[config.mk]
export PLATFORM = sky130hd
export DESIGN_NAME = dma_io_channel
export DESIGN_NICKNAME = d
export VERILOG_FILES = /design/src/rtl/dma_io_channel.sv
export SDC_FILE = /design/constraint.sdc
export NUM_CORES = 1
export LEC_CHECK = 0
export CELL_PAD_IN_SITES_DETAIL_PLACEMENT = 0
export CELL_PAD_IN_SITES_GLOBAL_PLACEMENT = 1
export CORE_MARGIN = 8
export CORE_UTILIZATION = 30
export DETAILED_ROUTE_END_ITERATION = 10
export GPL_ROUTABILITY_DRIVEN = 0
export PLACE_DENSITY = 0.88
export SYNTH_ARGS = -nofsm -noshare
export SYNTH_HDL_FRONTEND = slang
export SYNTH_SLANG_ARGS = --single-unit
[constraint.sdc]
create_clock -name clk -period 2.1 [get_ports clk]
set_input_delay 0.315 -clock clk [delete_from_list [all_inputs] [get_ports clk]]
set_output_delay 0.315 -clock clk [all_outputs]
set_load 0.05 [all_outputs]
[src/rtl/dma_io_channel.sv]
// Single-channel DMA: pulls words from the IO device buffer and writes them to memory.
// Optional source clearing (zero each consumed device slot) is enabled by DMA_CLEAR_SRC_EN.
module dma_io_channel #(
  parameter int unsigned DATA_W  = 32,
  parameter int unsigned DEV_AW  = 8,
  parameter int unsigned MEM_AW  = 16,
  parameter int unsigned MAX_LEN = 32
) (
  input  logic              clk,
  input  logic              reset,
  input  logic              cfg_load,
  input  logic [DEV_AW-1:0] cfg_dev_base,
  input  logic [MEM_AW-1:0] cfg_mem_base,
  input  logic [5:0]        cfg_len,
  input  logic              dreq,
  output logic              dev_ack,
  output logic [DEV_AW:0]   dev_index,
  output logic              dev_iowrite,
  input  logic [DATA_W-1:0] dev_rdata,
  output logic [DATA_W-1:0] dev_wdata,
  output logic              bus_req,
  input  logic              bus_gnt,
  output logic [MEM_AW-1:0] mem_addr,
  output logic [DATA_W-1:0] mem_wdata,
  output logic              mem_we,
  input  logic              mem_ready,
  output logic              busy,
  output logic              done_irq,
  output logic [5:0]        xfer_count
);

  typedef enum logic [2:0] {
    StIdle, StBusReq, StRd, StCap, StClr, StMemWr, StNext, StDone
  } state_e;

  state_e              state_q, state_d;
  logic                armed_q, armed_d;
  logic                ack_q, ack_d;
  logic [DEV_AW-1:0]   dev_ptr_q, dev_ptr_d;
  logic [MEM_AW-1:0]   mem_ptr_q, mem_ptr_d;
  logic [5:0]          len_q, len_d;
  logic [5:0]          cnt_q, cnt_d;
  logic [DATA_W-1:0]   data_q, data_d;

  logic       load_ok;
  logic [5:0] cnt_inc;

  assign cnt_inc = cnt_q + 6'd1;
  assign load_ok = cfg_load && ((state_q == StIdle) || (state_q == StDone)) &&
                   (cfg_len != 6'd0) && (32'(cfg_len) <= MAX_LEN);

  always_comb begin
    state_d   = state_q;
    armed_d   = armed_q;
    ack_d     = ack_q;
    dev_ptr_d = dev_ptr_q;
    mem_ptr_d = mem_ptr_q;
    len_d     = len_q;
    cnt_d     = cnt_q;
    data_d    = data_q;
    case (state_q)
      StIdle:   if (armed_q && dreq) state_d = StBusReq;
      StBusReq: begin
        if (bus_gnt) begin
          ack_d   = 1'b1;
          state_d = StRd;
        end
      end
      StRd:     state_d = StCap;
      StCap: begin
        data_d = dev_rdata;
`ifdef DMA_CLEAR_SRC_EN
        state_d = StClr;
`else
        state_d = StMemWr;
`endif
      end
`ifdef DMA_CLEAR_SRC_EN
      StClr:    state_d = StMemWr;
`endif
      StMemWr:  if (mem_ready) state_d = StNext;
      StNext: begin
        cnt_d     = cnt_inc;
        dev_ptr_d = dev_ptr_q + DEV_AW'(1);
        mem_ptr_d = mem_ptr_q + MEM_AW'(1);
        if (cnt_inc == len_q) begin
          ack_d   = 1'b0;
          state_d = StDone;
        end else if (!bus_gnt) begin
          // Bus revoked: keep ack high and resume at the current pointers on regrant
          state_d = StBusReq;
        end else begin
          state_d = StRd;
        end
      end
      StDone: begin
        armed_d = 1'b0;
        state_d = StIdle;
      end
      default:  state_d = StIdle;
    endcase
    // A new load in DONE re-arms even though DONE clears armed
    if (load_ok) begin
      armed_d   = 1'b1;
      cnt_d     = 6'd0;
      dev_ptr_d = cfg_dev_base;
      mem_ptr_d = cfg_mem_base;
      len_d     = cfg_len;
    end
  end

  always_comb begin
    bus_req     = 1'b0;
    busy        = 1'b0;
    dev_iowrite = 1'b1;
    dev_index   = '0;
    mem_we      = 1'b0;
    mem_addr    = '0;
    mem_wdata   = '0;
    done_irq    = 1'b0;
    case (state_q)
      StBusReq, StNext: begin
        bus_req = 1'b1;
        busy    = 1'b1;
      end
      StRd, StCap: begin
        bus_req     = 1'b1;
        busy        = 1'b1;
        dev_index   = {1'b1, dev_ptr_q};
        dev_iowrite = 1'b0;
      end
      StClr: begin
        bus_req   = 1'b1;
        busy      = 1'b1;
        dev_index = {1'b1, dev_ptr_q};
      end
      StMemWr: begin
        bus_req   = 1'b1;
        busy      = 1'b1;
        mem_we    = 1'b1;
        mem_addr  = mem_ptr_q;
        mem_wdata = data_q;
      end
      StDone:   done_irq = 1'b1;
      default:  ;
    endcase
  end

  assign dev_ack    = ack_q;
  assign dev_wdata  = '0;
  assign xfer_count = cnt_q;

  always_ff @(posedge clk) begin
    if (reset) begin
      state_q   <= StIdle;
      armed_q   <= 1'b0;
      ack_q     <= 1'b0;
      dev_ptr_q <= '0;
      mem_ptr_q <= '0;
      len_q     <= '0;
      cnt_q     <= '0;
      data_q    <= '0;
    end else begin
      state_q   <= state_d;
      armed_q   <= armed_d;
      ack_q     <= ack_d;
      dev_ptr_q <= dev_ptr_d;
      mem_ptr_q <= mem_ptr_d;
      len_q     <= len_d;
      cnt_q     <= cnt_d;
      data_q    <= data_d;
    end
  end

endmodule

==> impl_metrics.yaml, run 1 <==
run_status:
  status: "completed"
final_layout:
  finish.utilization_pct: 49.9
  n_fill_cell: 1237
  drive_above_1_share_pct: 23.7
  area.growth.synth_to_final_pct: 64.4
  finalNetCount: 726
  multiInputGateArea_um2: 2290
  seq_area_um2: 1470
  final_common_cell: "nand2_1"
  mostFrequentLayoutCells: "nand2_1, clkdlybuf4s50_1, dfxtp_1, buf_12, a21oi_1"
  antenna_cells: 0
  final_area_um2: 6560
  final_cells: 835
floorplan:
  rows: 42
  fp.dieArea_um2: 17200
  pin_count: 169
  die_h_um: 131
  start_util_pct: 30.4
  core_um2: 13100
  die_w_um: 131
power_and_ir_drop:
  p_int_w: 0.00253
  powerDensity_nw_per_um2: 537
  comb_power_share_pct: 18.5
  ir_worst_vdd_mv: 0.284
  switching_share_pct: 28.2
  netSwitchingPower_w: 0.000992
  seqPwrFrac_pct: 42.7
  power.leakage_nw: 2.49
  p_clk_share_pct: 38.8
sta:
  rsz0062_at_grt: "true"
  finalMaxSlewViolations: 0
  hold_violations: 0
  fmax_mhz: 482
  finalSetupTns_ps: 0
  setup_violations: 0
  fin_ws_ps: 27.0
  slew_headroom_pct: 57.3
  min_period_ps: 2070
  fin_crit_sh_pct: 98.7
  worst_slew_pin_slew_ps: 641
  fin_skew_ps: 4.14
logic_synthesis:
  yosysSeqAreaShare_pct: 36.6
  synth_cell_types: 55
  synth_top_cell_by_area: "dfxtp_1"
  syn_inst: 504
  ys_seq_elements: 73
  synth_top_area_share_pct: 36.6
  synth_flop_cell: "dfxtp_1"
  syn_area_per_cell_um2: 7.91
  netlist_area_um2: 3990
  synth_area_leaders: "dfxtp_1, nand2_1, and2_1"
  postSynth.asyncResetShare_pct: 0
  synth-edff-count: 0
  synth.yosys.warnings: 0
global_routing:
  antenna_found_initial: 0
  overflow: 0
  grt_use_total_pct: 14.1
  grt_max_degree: 33
  grt_pass1_wl_um: 20100
  grt_pass1_vias: 3904
routing:
  wirelength_um: 12700
  dr.pass1.iters: 7
  drt-vias-per-instance: 4.66
  ant_nets: 0
  vias: 3893
  avgRoutedWirePerCell_um: 15.2
  drt_first_iter_violations: 318
  drc: 0
critical_path:
  critical_path.cell_chain: "buf_4 -> nor3_4 -> buf_4 -> clkbuf_16 -> and2_1 -> buf_12"
  cp-start-kind: "flop"
  cp-end-kind: "output port"
  crit_slowest_cell: "dfxtp_4"
  path_max_fanout: 14
  max_stage_delay_ps: 380
  required_ps: 1780
  critPathMostFrequentCell: "buf_4"
  cp_data_arrival_time_ps: 1760
  critical_path_class: "flop to output port"
clocking:
  tritoncts: "built"
  ctsRootBufferMaster: "clkbuf_16"
  clock_sinks: 73
  htree_levels: 3
  clk_pin_slew_ps: 60
  cts_buffers: 9
  clock_latency_ps: 330
  cts.path.max_buffers: 2
  hold_buffers: 0
place:
  dpl.cell_count: 812
  placed_cell_area_um2: 6120
  numPortBuffers: 136
  hpwl_um: 9820
  pre_cts_ws_ps: -388
run:
  drv_cap: 0
hold_path:
  min_path_type: "primary input to flop"
-- layer usage --
layer  global-route usage [%]  vias up  routed length (um)  part of all wire, %
li1                         -     1944                   -                    -
met2                     24.7      120                6380                   50
met1                     15.9     1813                5390                   42
met5                        0        -                   0                    0
met3                     3.96       16                 685                  5.4
met4                     5.23        0                 250                  2.0
-- path summary, 6_finish.rpt --
path	start	endpoint	slack, ps	cells after the start
setup / recovery	state_q[1]	mem_wdata[14]	30	6
hold / removal	cfg_len[2]	len_q[2]	290	3
setup reg to reg	xfer_count[0]	state_q[0]	250	6
hold reg to reg	data_q[8]	data_q[8]	450	2
-- area by class of cell --
cell class              count  area share [%]
multi-input cells         387            34.9
repair buffers            175            34.7
flip-flops and latches     73            22.4
clock buffers              11            3.70
well taps                 176            3.36
inverters                   9           0.611
clock inverters             4           0.305
-- state kept, by name, summed over array words and instances, names as in the netlist --
name,cells
dev_ptr_q,8
state_q,3
dev_ack,1
len_q,6
data_q,32
mem_ptr_q,16
armed_q,1
xfer_count,6
-- per-stage QoR --
stage | total power [W] | hold WS (ps)
6_report | 0.00352 | 295
5_1_grt | 0.00368 | 305
4_1_cts | 0.00354 | 451
2_1_floorplan | 0.00195 | 432
3_5_place_dp | 0.00215 | 443
3_3_place_gp | 0.00214 | 437
-- cell usage after synthesis (4+ instances only) --
library cell and n:
nand3_1 7, and2_1 46, nor2_1 28, nor4_1 4, nor3_1 12, a21oi_1 47, nand2_1 94, a211oi_1 18
dfxtp_1 73, a311oi_1 4, buf_4 38, inv_1 8, clkbuf_1 20, nor2b_1 12, nand4_1 9, xnor2_1 11
buf_2 6, xor2_1 18
-- what timing repair did --
item	in CTS	in global routing
setup buffers	2	5
gates resized for setup	10	19
gates cloned	0	1
setup endpoints to repair	63	73
pin swaps	3	5
-- critical path, delay by kind of cell (launching register included) --
kind,cells,cell delay (ps)
AND/OR/NAND/NOR,2,410
buffers and inverters,4,640
flip-flops,1,380
-- power groups by stage --
stage	combinational (W)	clock, W	sequential [W]
after floorplan	0.000435	0	0.00152
after global placement	0.000606	0	0.00153
after detailed placement	0.000617	0	0.00154
after CTS	0.000630	0.00141	0.00151
after global routing	0.000695	0.00147	0.00151
final	0.000650	0.00137	0.00150
-- cells by family (layout without fill, tap and decap cells) --
logic type	count (synthesis)	count (layout)	share of synthesized area, %
other	1	32	0.0940
AOI/OAI and AO/OA	94	94	15.7
adders and majority gates	3	3	0.941
xor gates and xnor gates	29	29	6.37
DFF	73	73	36.6
buffers and inverters	75	199	11.0
and+or+nand+nor	228	228	29.0
muxes	1	1	0.251
No activity file was read; power rests on OpenSTA's default activity.
==> run 2, diff against run 1 <==
--- a/config.mk
+++ b/config.mk
@@ -8,10 +8,10 @@
 export CELL_PAD_IN_SITES_DETAIL_PLACEMENT = 0
 export CELL_PAD_IN_SITES_GLOBAL_PLACEMENT = 1
 export CORE_MARGIN = 8
-export CORE_UTILIZATION = 30
+export CORE_UTILIZATION = 32
 export DETAILED_ROUTE_END_ITERATION = 10
 export GPL_ROUTABILITY_DRIVEN = 0
-export PLACE_DENSITY = 0.88
+export PLACE_DENSITY = 0.93
 export SYNTH_ARGS = -nofsm -noshare
 export SYNTH_HDL_FRONTEND = slang
 export SYNTH_SLANG_ARGS = --single-unit
==> constraint.sdc (replaced) <==
create_clock -name clk -period 2.6 [get_ports clk]
set_input_delay 0.39 -clock clk [delete_from_list [all_inputs] [get_ports clk]]
set_output_delay 0.39 -clock clk [all_outputs]
set_load 0.05 [all_outputs]
==> impl_metrics.yaml, run 2 (synthesis gave the netlist of run 1 again) <==
run_status:
  status: "completed"
clocking:
  htree_levels: 3
  ctsRootBufferMaster: "clkbuf_16"
  hold_buffers: 0
  cts_buffers: 9
  cts.path.max_buffers: 2
  clk_pin_slew_ps: 60
  clock_latency_ps: 320
  post_cts_buffers: 0
  tritoncts: "built"
  cts-resized-gates: 0
  clock_sinks: 73
sta:
  worst_slew_pin_slew_ps: 760
  fin_ws_ps: 179
  min_period_ps: 2420
  fin_skew_ps: 8.07
  hold_violations: 0
  setup_violations: 0
  fmax_mhz: 413
  finalSetupTns_ps: 0
  finalMaxSlewViolations: 0
  slew_headroom_pct: 48.9
  rsz0062_at_grt: "false"
  fin_crit_sh_pct: 93.1
power_and_ir_drop:
  p_clk_share_pct: 42.5
  p_int_w: 0.00213
  netSwitchingPower_w: 0.000816
  power.leakage_nw: 2.29
  seqPwrFrac_pct: 41.5
  comb_power_share_pct: 15.9
  ir_worst_vdd_mv: 0.283
  switching_share_pct: 27.7
  powerDensity_nw_per_um2: 478
global_routing:
  met3_usage_pct: 4.16
  grt_max_degree: 54
  grt_use_total_pct: 14.5
  overflow: 0
  grt_pass1_wl_um: 19200
  grt_pass1_vias: 3769
  top_usage_layer: "met2"
  use_met2_pct: 25.1
  antenna_found_initial: 0
  grt.met1_usage_pct: 17.1
place:
  numPortBuffers: 136
  pre_cts_ws_ps: 65.7
  dpl.cell_count: 788
  placed_cell_area_um2: 5850
  hpwl_um: 9210
critical_path:
  worstReg2RegEnd: "mem_ptr_q[12]"
  required_ps: 2210
  path_max_fanout: 10
  worstRegToRegCells: 6
  critical_path_class: "flop to output port"
  cp-end-kind: "output port"
  cp_data_arrival_time_ps: 2030
  r2r_setup_slack_ps: 400
  cp-start-kind: "flop"
  critical_path.reg2reg.startpoint: "state_q[2]"
floorplan:
  fp.dieArea_um2: 16300
  rows: 40
  start_util_pct: 32.9
  core_um2: 12100
  pin_count: 169
  die_w_um: 128
  die_h_um: 128
routing:
  drt_first_iter_violations: 177
  ant_nets: 0
  avgRoutedWirePerCell_um: 14.8
  wirelength_um: 11900
  drt-vias-per-instance: 4.70
  dr.pass1.iters: 4
  drc: 0
  vias: 3776
final_layout:
  area.growth.synth_to_final_pct: 54.4
  drive_above_1_share_pct: 17.0
  mostFrequentLayoutCells: "nand2_1, clkdlybuf4s50_1, dfxtp_1, buf_12"
  final_cells: 804
  final_area_um2: 6160
  largest-register: "data_q"
  largest_reg_flops: 32
  finalNetCount: 702
  reg_top3: "data_q x32, mem_ptr_q x16, dev_ptr_q x8"
  final_common_cell: "nand2_1"
  antenna_cells: 0
hold_path:
  hold_depth: 2
  min_path_type: "flop to flop"
  min_from: "data_q[25]"
  worstHoldEndpoint: "data_q[25]"
run:
  drv_cap: 0
-- run 2: changes by cell type in the layout (fill, tap and decap cells not counted), moves of 3 or more --
cell,delta
buf_12,-11
and2_4,-6
buf_6,-4
and2_1,+15
nor4_2,-3
and2_2,-9
buf_4,-9
dlymetal6s2s_1,-3
clkinv_2,-4
dfxtp_1,+3
clkdlybuf4s50_1,+4
nor4_1,+3
-- run 2: per-layer routing --
layer / vias to the layer above / share of wire [%]
li1: 1898 / -
met1: 1754 / 43
met2: 117 / 49
met3: 7 / 7.6
met4: 0 / 0.53
met5: - / 0
-- run 2: area by class of cell --
| class | instances | area [um2] |
|---|---|---|
| Fill cell | 1124 | 5960 |
| Clock inverter | 5 | 62.6 |
| Sequential cell | 73 | 1460 |
| Multi-Input combinational cell | 387 | 2230 |
| Clock buffer | 11 | 243 |
| Timing Repair Buffer | 151 | 1920 |
| Tap cell | 168 | 210 |
| Inverter | 9 | 33.8 |
-- run 2: how the worst max path moves through the flow --
stage	depth (start not counted)	slack, ps	to	from
after floorplan	3	10	mem_addr[6]	state_q[2]
after global placement	7	130	mem_ptr_q[5]	cfg_len[0]
after detailed placement	7	70	mem_ptr_q[1]	cfg_len[0]
after CTS	3	90	dev_iowrite	state_q[1]
after global routing	5	40	busy	state_q[2]
final	3	180	dev_iowrite	state_q[2]
-- run 2: power by group through the flow --
stage / clock, W / combinational [W] / sequential [W]
6_report: 0.00125 / 0.000469 / 0.00122
2_1_floorplan: 0 / 0.000350 / 0.00123
3_5_place_dp: 0 / 0.000466 / 0.00125
4_1_cts: 0.00129 / 0.000468 / 0.00122
3_3_place_gp: 0 / 0.000460 / 0.00124
5_1_grt: 0.00134 / 0.000505 / 0.00123
-- run 2: per-stage QoR --
step	hold slack, ps	total power (W)	utilization, %
floorplan	432	0.00158	-
global placement	437	0.00170	48.3
detailed placement	444	0.00171	48.3
CTS	452	0.00298	50.8
global route	469	0.00308	50.8
finish	446	0.00294	50.8
-- run 2: worst max-delay path, cell delays in order, from the launching register on --
cell and delay [ps]:
dfxtp_1 570, nor2b_1 170, inv_1 120, clkdlybuf4s50_1 850
